===== config.mk =====
export PLATFORM = sky130hd
export DESIGN_NAME = i2f128_issue
export DESIGN_NICKNAME = d
export VERILOG_FILES = /design/src/rtl/i2f128_issue_pkg.sv /design/src/rtl/i2f128_issue_res_fifo.sv /design/src/rtl/i2f128_issue.sv
export SDC_FILE = /design/constraint.sdc
export NUM_CORES = 1
export LEC_CHECK = 0
export CORE_MARGIN = 10
export CORE_UTILIZATION = 45
export CTS_CLUSTER_DIAMETER = 30
export DETAILED_ROUTE_END_ITERATION = 16
export PLACE_DENSITY = 0.83
export SLEW_MARGIN = 20
export SYNTH_ARGS = -nofsm -noshare
export SYNTH_HDL_FRONTEND = slang
export SYNTH_SLANG_ARGS = --single-unit

===== constraint.sdc =====
create_clock -name clk -period 11.8 [get_ports clk]
set_clock_uncertainty 0.1 [all_clocks]
set_input_delay 2.36 -clock clk [delete_from_list [all_inputs] [get_ports clk]]
set_output_delay 2.36 -clock clk [all_outputs]
set_load 0.01 [all_outputs]

===== src/rtl/i2f128_issue_pkg.sv =====
// Shared constants and the result-FIFO entry type for the i2f128 issue sequencer.
// The floating-point widths mirror the fp128Pkg definitions for binary128.
package i2f128_issue_pkg;

  localparam int unsigned FPWID          = 128;
  localparam int unsigned MSB            = FPWID - 1;
  localparam int unsigned EMSB           = 14;
  localparam int unsigned FMSB           = 111;
  localparam int unsigned I2F_ISSUE_TAGW = 4;

  typedef struct packed {
    logic [FPWID-1:0]          o;
    logic [I2F_ISSUE_TAGW-1:0] tag;
    logic                      inexact;
  } i2f_res_t;

endpackage


===== src/rtl/i2f128_issue_res_fifo.sv =====
// Result buffer: DEPTH-entry circular FIFO of converter results with an occupancy count.
// Head entry is read straight from storage; a write is visible only on the following cycle.
module i2f_res_fifo
  import i2f128_issue_pkg::*;
#(
  parameter int unsigned DEPTH = 4
) (
  input  logic                         clk,
  input  logic                         rst,
  input  logic                         push_i,
  input  i2f_res_t                     din_i,
  input  logic                         pop_i,
  output i2f_res_t                     dout_o,
  output logic [$clog2(DEPTH+1)-1:0]   count_o
);

  localparam int unsigned AW = $clog2(DEPTH);
  localparam int unsigned CW = $clog2(DEPTH + 1);

  i2f_res_t        mem_q [DEPTH];
  logic [AW-1:0]   wr_ptr_q, wr_ptr_d;
  logic [AW-1:0]   rd_ptr_q, rd_ptr_d;
  logic [CW-1:0]   cnt_q, cnt_d;
  logic            pop_ok;

  assign pop_ok = pop_i & (cnt_q != '0);

  // Pointers wrap naturally because DEPTH is a power of two.
  always_comb begin
    wr_ptr_d = wr_ptr_q + AW'(push_i);
    rd_ptr_d = rd_ptr_q + AW'(pop_ok);
    cnt_d    = cnt_q + CW'(push_i) - CW'(pop_ok);
  end

  always_ff @(posedge clk or posedge rst) begin
    if (rst) begin
      wr_ptr_q <= '0;
      rd_ptr_q <= '0;
      cnt_q    <= '0;
    end else begin
      wr_ptr_q <= wr_ptr_d;
      rd_ptr_q <= rd_ptr_d;
      cnt_q    <= cnt_d;
    end
  end

  always_ff @(posedge clk) begin
    if (push_i) mem_q[wr_ptr_q] <= din_i;
  end

  assign dout_o  = mem_q[rd_ptr_q];
  assign count_o = cnt_q;

  a_no_overflow: assert property (@(posedge clk) disable iff (rst)
    !(push_i && (cnt_q == CW'(DEPTH))));

endmodule


===== src/rtl/i2f128_issue.sv =====
// Credit-based request/response sequencer in front of the 128-bit int-to-float converter.
// Define I2F_ISSUE_INEXACT_EN to compute and carry a truncation-loss flag with each result.
module i2f128_issue #(
  parameter int unsigned FPWID   = i2f128_issue_pkg::FPWID,
  parameter int unsigned TAGW    = i2f128_issue_pkg::I2F_ISSUE_TAGW,
  parameter int unsigned CVT_LAT = 1,
  parameter int unsigned DEPTH   = 4
) (
  input  logic             clk,
  input  logic             rst,
  input  logic             req_valid,
  output logic             req_ready,
  input  logic             req_op,
  input  logic [2:0]       req_rm,
  input  logic [FPWID-1:0] req_i,
  input  logic [TAGW-1:0]  req_tag,
  output logic             cvt_ce,
  output logic             cvt_op,
  output logic [2:0]       cvt_rm,
  output logic [FPWID-1:0] cvt_i,
  input  logic [FPWID-1:0] cvt_o,
  output logic             res_valid,
  input  logic             res_ready,
  output logic [FPWID-1:0] res_o,
  output logic [TAGW-1:0]  res_tag,
  output logic             res_inexact,
  output logic             busy
);
  import i2f128_issue_pkg::*;

  localparam int unsigned CW   = $clog2(DEPTH + 1);
  localparam int unsigned LW   = $clog2(CVT_LAT + 1);
  localparam int unsigned SW   = $clog2(DEPTH + CVT_LAT + 1);
  localparam int unsigned LAST = CVT_LAT - 1;

  logic [CVT_LAT-1:0] vld_q, vld_d;
  logic [CVT_LAT-1:0] inx_q, inx_d;
  logic [TAGW-1:0]    tag_q [CVT_LAT];
  logic [TAGW-1:0]    tag_d [CVT_LAT];
  logic [LW-1:0]      inflight_c;
  logic [SW-1:0]      used_c;
  logic [CW-1:0]      fifo_cnt;
  logic               fire_c, push_c, pop_c, inexact_c;
  i2f_res_t           din_c, head_c;

  always_comb begin
    inflight_c = '0;
    for (int k = 0; k < int'(CVT_LAT); k++) inflight_c = inflight_c + LW'(vld_q[k]);
  end

  // Every accepted request owns a FIFO slot until it is popped.
  assign used_c    = SW'(fifo_cnt) + SW'(inflight_c);
  assign req_ready = (used_c < SW'(DEPTH)) & ~rst;
  assign fire_c    = req_valid & req_ready;
  assign cvt_ce    = fire_c | (inflight_c != '0);

  assign cvt_op = fire_c & req_op;
  assign cvt_rm = fire_c ? req_rm : 3'd0;
  assign cvt_i  = fire_c ? req_i  : '0;

`ifdef I2F_ISSUE_INEXACT_EN
  logic [FPWID-1:0] mag_c;
  int               lead_c, trail_c;

  // More significant bits than the binary128 significand can hold means precision is lost.
  always_comb begin
    mag_c   = (req_op & req_i[FPWID-1]) ? -req_i : req_i;
    lead_c  = 0;
    trail_c = 0;
    for (int k = 0; k < int'(FPWID); k++) if (mag_c[k]) lead_c = k;
    for (int k = int'(FPWID) - 1; k >= 0; k--) if (mag_c[k]) trail_c = k;
    inexact_c = (mag_c != '0) && ((lead_c - trail_c) > (int'(FMSB) + 1));
  end
`else
  assign inexact_c = 1'b0;
`endif

  // Tracking pipe mirrors the converter: it only moves when the converter is enabled.
  always_comb begin
    vld_d = vld_q;
    inx_d = inx_q;
    tag_d = tag_q;
    if (cvt_ce) begin
      vld_d[0] = fire_c;
      inx_d[0] = inexact_c;
      tag_d[0] = req_tag;
      for (int k = 1; k < int'(CVT_LAT); k++) begin
        vld_d[k] = vld_q[k-1];
        inx_d[k] = inx_q[k-1];
        tag_d[k] = tag_q[k-1];
      end
    end
  end

  always_ff @(posedge clk or posedge rst) begin
    if (rst) begin
      vld_q <= '0;
      inx_q <= '0;
      for (int k = 0; k < int'(CVT_LAT); k++) tag_q[k] <= '0;
    end else begin
      vld_q <= vld_d;
      inx_q <= inx_d;
      tag_q <= tag_d;
    end
  end

  assign push_c = cvt_ce & vld_q[LAST];
  assign pop_c  = res_valid & res_ready;

  always_comb begin
    din_c         = '0;
    din_c.o       = cvt_o;
    din_c.tag     = tag_q[LAST];
    din_c.inexact = inx_q[LAST];
  end

  i2f_res_fifo #(.DEPTH(DEPTH)) u_fifo (
    .clk     (clk),
    .rst     (rst),
    .push_i  (push_c),
    .din_i   (din_c),
    .pop_i   (pop_c),
    .dout_o  (head_c),
    .count_o (fifo_cnt)
  );

  // Head fields are masked while empty so stale storage never leaks out.
  assign res_valid   = (fifo_cnt != '0);
  assign res_o       = res_valid ? head_c.o : '0;
  assign res_tag     = res_valid ? head_c.tag : '0;
  assign res_inexact = res_valid & head_c.inexact;
  assign busy        = (inflight_c != '0) | res_valid;

endmodule


==> results of run 1 <==
[registers in the layout (all words and copies together), names as in the netlist]
signal	flops
u_fifo.mem_q	528
vld_q	1
tag_q	4
u_fifo.count_o	3
u_fifo.wr_ptr_q	2
u_fifo.rd_ptr_q	2
[worst max path at each step]
stage	slack, ns	from	end
finish	4.38	rst	cvt_i[104]
global placement	4.52	req_valid	cvt_i[32]
global route	4.26	rst	cvt_i[95]
floorplan	0.85	vld_q	u_fifo.mem_q[0][0]
CTS	4.46	rst	cvt_i[74]
detailed placement	4.47	rst	cvt_i[74]
[report_power, final]
part	total [mW]	switching, mW	internal (mW)
combinational	2.39	1.08	1.31
clock	2.56	0.930	1.63
sequential	2.40	0.102	2.30
total	7.35	2.11	5.23
[per-stage QoR]
| stage | instance area [µm²] | total power [mW] |
|---|---|---|
| finish | 30400 | 7.35 |
| global route | 30400 | 7.65 |
| global placement | 27300 | 4.81 |
| detailed placement | 27300 | 4.84 |
| floorplan | 21500 | 3.71 |
| CTS | 30400 | 7.44 |
[routing by layer]
layer / vias up / wire length, µm / track usage
li1: 5401 / - / -
met1: 6405 / 22300 / 0.240
met2: 619 / 37500 / 0.435
met3: 164 / 5180 / 0.0698
met4: 4 / 3870 / 0.142
met5: - / 27 / 0
[cells by family after synthesis]
group                    Yosys count  share of synthesized area
buffers and inverters             83                     0.0198
flip-flops                       540                      0.753
XOR/XNOR                           5                    0.00239
adder cells (fa/ha/maj)            5                    0.00327
other                              1                   0.000175
multiplexers                     136                      0.141
AND/OR/NAND/NOR                  276                     0.0806
AO/OA/AOI/OAI                      1                   0.000233
[area by class of cell]
type / count / area, µm²
Sequential cell: 540 / 16200
Antenna cell: 20 / 50.0
Clock inverter: 71 / 744
Timing Repair Buffer: 551 / 5480
Fill cell: 3141 / 16400
Tap cell: 607 / 759
Multi-Input combinational cell: 424 / 4920
Clock buffer: 96 / 2300
Inverter: 7 / 26.3
[cell usage in the layout (no fill, tap or decap), types with 9 or more instances in the layout]
master           instances
mux4_2                 132
buf_4                   15
and2_1                 135
clkdlybuf4s50_1        535
and3_1                 132
clkbuf_16               91
bufinv_16                9
clkinv_2                13
dfrtp_1                 10
clkinv_4                11
diode_2                 20
inv_6                   10
edfxtp_1               528
clkinvlp_4              13
==> flow_summary.yaml, run 1 <==
status:
  outcome: "finished clean"
global_routing:
  grt_pass1_vias: 13600
  grt.overflow.total: 0
  antenna_found_initial: 45
  grt_pass1_wl_um: 97400
  track_usage: 0.240
  grt_max_degree: 135
clock_tree:
  numCtsBuffers: 90
  clock_latency_ns: 0.60
  holdBufCountCts: 0
  cts.repair.resized: 0
  postCtsSetupBuffers: 0
  path_clk_slew_ns: 0.05
  root_buffer: "clkbuf_16"
  htreeDepth: 3
  cts_max_path_buffers: 3
  cts_sinks: 540
  cts_tree: "done"
setup_path:
  worst-path-buf-inv: 3
  worstSetupPathType: "primary input to output port"
  crit_path_top_delay_cell: "buf_4"
  end_kind: "output port"
  cp_cell_sequence: "clkdlybuf4s50_1 > nor2b_4 > buf_4 > and3_1 > clkdlybuf4s50_1"
  crit_path_frequent_cell: "clkdlybuf4s50_1"
  crit_cells: 5
  r2r-start: "u_fifo.count_o[1]"
  worst-r2r-cell-count: 10
  start_kind: "primary input"
  cp_top_family: "buffers and inverters"
  worst-r2r-setup-slack_ns: 8.29
  critPathMaxFanout: 101
  worstPathRequired_ns: 9.34
  worstPathArrival_ns: 4.96
  r2r-end: "u_fifo.count_o[2]"
  max_stage_delay_ns: 0.70
placement:
  post-place-cells: 2129
  hpwlAfterDp_um: 47100
  io_buffers: 535
  place.gp.congestion: 0.893
  pre_cts_slack_ns: 4.47
die:
  die_w_um: 238
  die_area_um2: 56800
  ios: 537
  num_rows: 79
  die_y_um: 238
  initial_core_util: 0.458
  coreArea_um2: 46900
synth:
  async_reset_ff_frac: 0.0222
  yosysTopAreaCellShare: 0.739
  synth_seq_cells: 540
  synth_edf_count: 528
  syn_avg_cell_area_um2: 20.5
  synth_seq_area_share: 0.753
  ys.flop_type: "edfxtp_1"
  netlist_top_cells_area: "edfxtp_1 (74%), mux4_2 (14%), and2_1 (3.9%)"
  ys_types: 27
  yosys_warnings: 0
  synth_common_cells: "edfxtp_1 (528), and2_1 (135), and3_1 (133)"
  syn_nets: 1320
  netlist_area_um2: 21500
  synthCells: 1047
  yosys.area.top_type: "edfxtp_1"
  synth_most_common_cell: "edfxtp_1"
sta:
  tightest_slew_ns: 1.02
  finalHoldWorstSlack_ns: 0.421
  setup_slack_ns: 4.38
  maxSlewViolCount: 0
  finalSetupViolCount: 0
  rsz0062_at_grt: "false"
  hold_viol_final: 0
  fin_tns_setup_ns: 0
  fin_crit_sh: 0.629
  slew_headroom: 0.319
  fmax_mhz: 135
  min_period_ns: 7.42
routing:
  drt_iter0_drc: 962
  remaining_drc_errors: 0
  wire_per_inst_um: 29.8
  wl_um: 69000
  via_count: 12600
  drt_first_pass_iters: 5
  ant_nets: 0
  viasPerCell: 5.44
min_path:
  holdPathEnd: "u_fifo.mem_q[0][2]"
  whs_path_depth: 0
  hold_start: "tag_q[2]"
  min_path_type: "flop to flop"
layout:
  drive_gt1_frac: 0.188
  syn_to_final_growth_pct: 41.9
  fin_cells: 2316
  final_util: 0.650
  final_nets: 1887
power_and_ir_drop:
  p_leak_nw: 10.6
  p_per_area_nw_per_um2: 241
  peakVddDrop_v: 0.000117
flow_run:
  cap_violations: 0
No activity file was read; power rests on OpenSTA's default activity.
==> inputs of run 2 (changes only) <==
==> constraint.sdc (replaced) <==
create_clock -name clk -period 6.55 [get_ports clk]
set_clock_uncertainty 0.1 [all_clocks]
set_input_delay 1.31 -clock clk [delete_from_list [all_inputs] [get_ports clk]]
set_output_delay 1.31 -clock clk [all_outputs]
set_load 0.01 [all_outputs]
==> flow_summary.yaml, run 2 (synthesized netlist as in run 1, its figures left out) <==
routing:
  remaining_drc_errors: 0
  ant_nets: 0
  viasPerCell: 5.47
  wire_per_inst_um: 29.5
  wl_um: 67700
  drt_iter0_drc: 958
  via_count: 12600
  drt_first_pass_iters: 6
layout:
  final_area_um2: 30400
  fin_cells: 2299
  final_cell_mix: "clkdlybuf4s50_1 (535), edfxtp_1 (528), and2_1 (135)"
  drive_gt1_frac: 0.184
  regMostFlops: "u_fifo.mem_q"
  largest_register_ffs: 528
  final_common_cell: "clkdlybuf4s50_1"
  syn_to_final_growth_pct: 41.7
  num-fill-cells: 3132
  final_nets: 1886
power_and_ir_drop:
  p_per_area_nw_per_um2: 434
  sw_frac_of_total: 0.288
  power_mw: 13.2
  p_leak_nw: 10.6
  peakVddDrop_v: 0.000198
  internal_power_mw: 9.39
  power.switching_mw: 3.79
  pwr-share-clk: 0.340
  comb_power_share: 0.329
  power_frac_seq: 0.331
clock_tree:
  cts.repair.resized: 0
  cts_tree: "done"
  cts_sinks: 540
  numCtsBuffers: 84
  cts_max_path_buffers: 3
  clock_latency_ns: 0.57
  root_buffer: "clkbuf_16"
  postCtsSetupBuffers: 0
  holdBufCountCts: 0
  path_clk_slew_ns: 0.05
  htreeDepth: 3
global_routing:
  grt_max_degree: 102
  grt.overflow.total: 0
  track_usage: 0.236
  grt_pass1_wl_um: 96400
  grt_pass1_vias: 13500
  antenna_found_initial: 39
status:
  outcome: "finished clean"
sta:
  fin_crit_sh: 0.775
  finalSetupViolCount: 0
  fmax_mhz: 197
  fin_tns_setup_ns: 0
  tightest_slew_ns: 1.01
  hold_viol_final: 0
  rsz0062_at_grt: "false"
  maxSlewViolCount: 0
  min_period_ns: 5.08
  slew_headroom: 0.329
min_path:
  min_path_type: "flop to flop"
placement:
  hpwlAfterDp_um: 46800
  place.gp.congestion: 0.914
  post-place-cells: 2133
  placed_cell_area_um2: 27400
  io_buffers: 535
setup_path:
  start_kind: "primary input"
  worstSetupPathType: "primary input to output port"
  end_kind: "output port"
  worst-r2r-setup-slack_ns: 3.00
  worstPathArrival_ns: 3.67
  worstPathRequired_ns: 5.14
  critPathMaxFanout: 101
die:
  ios: 537
  die_y_um: 238
  die_w_um: 238
  die_area_um2: 56800
  initial_core_util: 0.458
  coreArea_um2: 46900
  num_rows: 79
flow_run:
  cap_violations: 0
[run 2: changes by cell type in the layout (fill, tap and decap cells not counted), sizes merged]
cell,previous run,this run
buf,16,21
clkinvlp,13,9
clkbuf,96,91
diode,20,11
bufinv,9,10
clkinv,34,29
[run 2: worst max-delay path, cell delays in order]
cell and delay [ns]:
clkdlybuf4s50_1 0.46, nor2b_4 0.65, buf_12 0.36, and3_1 0.22, clkdlybuf4s50_1 0.58
[run 2: metrics by stage]
stage	worst slack [ns]	hold WS, ns	util
floorplan	0.332	0.371	-
global placement	1.44	0.395	0.585
detailed placement	1.43	0.403	0.585
CTS	1.42	0.413	0.648
global route	1.35	0.443	0.649
finish	1.47	0.410	0.649
[run 2: routing by layer]
| layer | track usage | share of wire | vias to the layer above | wire length (µm) |
|---|---|---|---|---|
| met5 | 0 | 0.0014 | - | 96 |
| met4 | 0.101 | 0.042 | 12 | 2860 |
| met3 | 0.0696 | 0.074 | 134 | 5040 |
| met2 | 0.449 | 0.56 | 560 | 38000 |
| met1 | 0.232 | 0.32 | 6494 | 21700 |
| li1 | - | - | 5386 | - |
[run 2: worst paths after layout]
check | from | cells after the start | to
min in group asynchronous | rst | 2 | vld_q
min | tag_q[0] | 0 | u_fifo.mem_q[1][0]
max reg2reg | u_fifo.count_o[1] | 10 | u_fifo.count_o[2]
max in group asynchronous | rst | 2 | u_fifo.rd_ptr_q[1]
max | rst | 5 | cvt_i[8]
min reg2reg | tag_q[0] | 0 | u_fifo.mem_q[1][0]
[run 2: power groups by stage]
stage                     logic, mW  registers (mW)  clock network [mW]
after CTS                      4.35            4.43                4.55
after floorplan                2.38            4.29                   0
after detailed placement       4.30            4.49                   0
after global placement         4.27            4.47                   0
final                          4.34            4.36                4.48
after global routing           4.60            4.40                4.72
[run 2: final cells by class]
cell class	count	area, µm²	share of cell area
Antenna cell	11	27.5	0.000905
Sequential cell	540	16200	0.532
Timing Repair Buffer	556	5570	0.183
Clock inverter	63	762	0.0251
Inverter	7	26.3	0.000864
Tap cell	607	759	0.0250
Clock buffer	91	2170	0.0714
Multi-Input combinational cell	424	4930	0.162
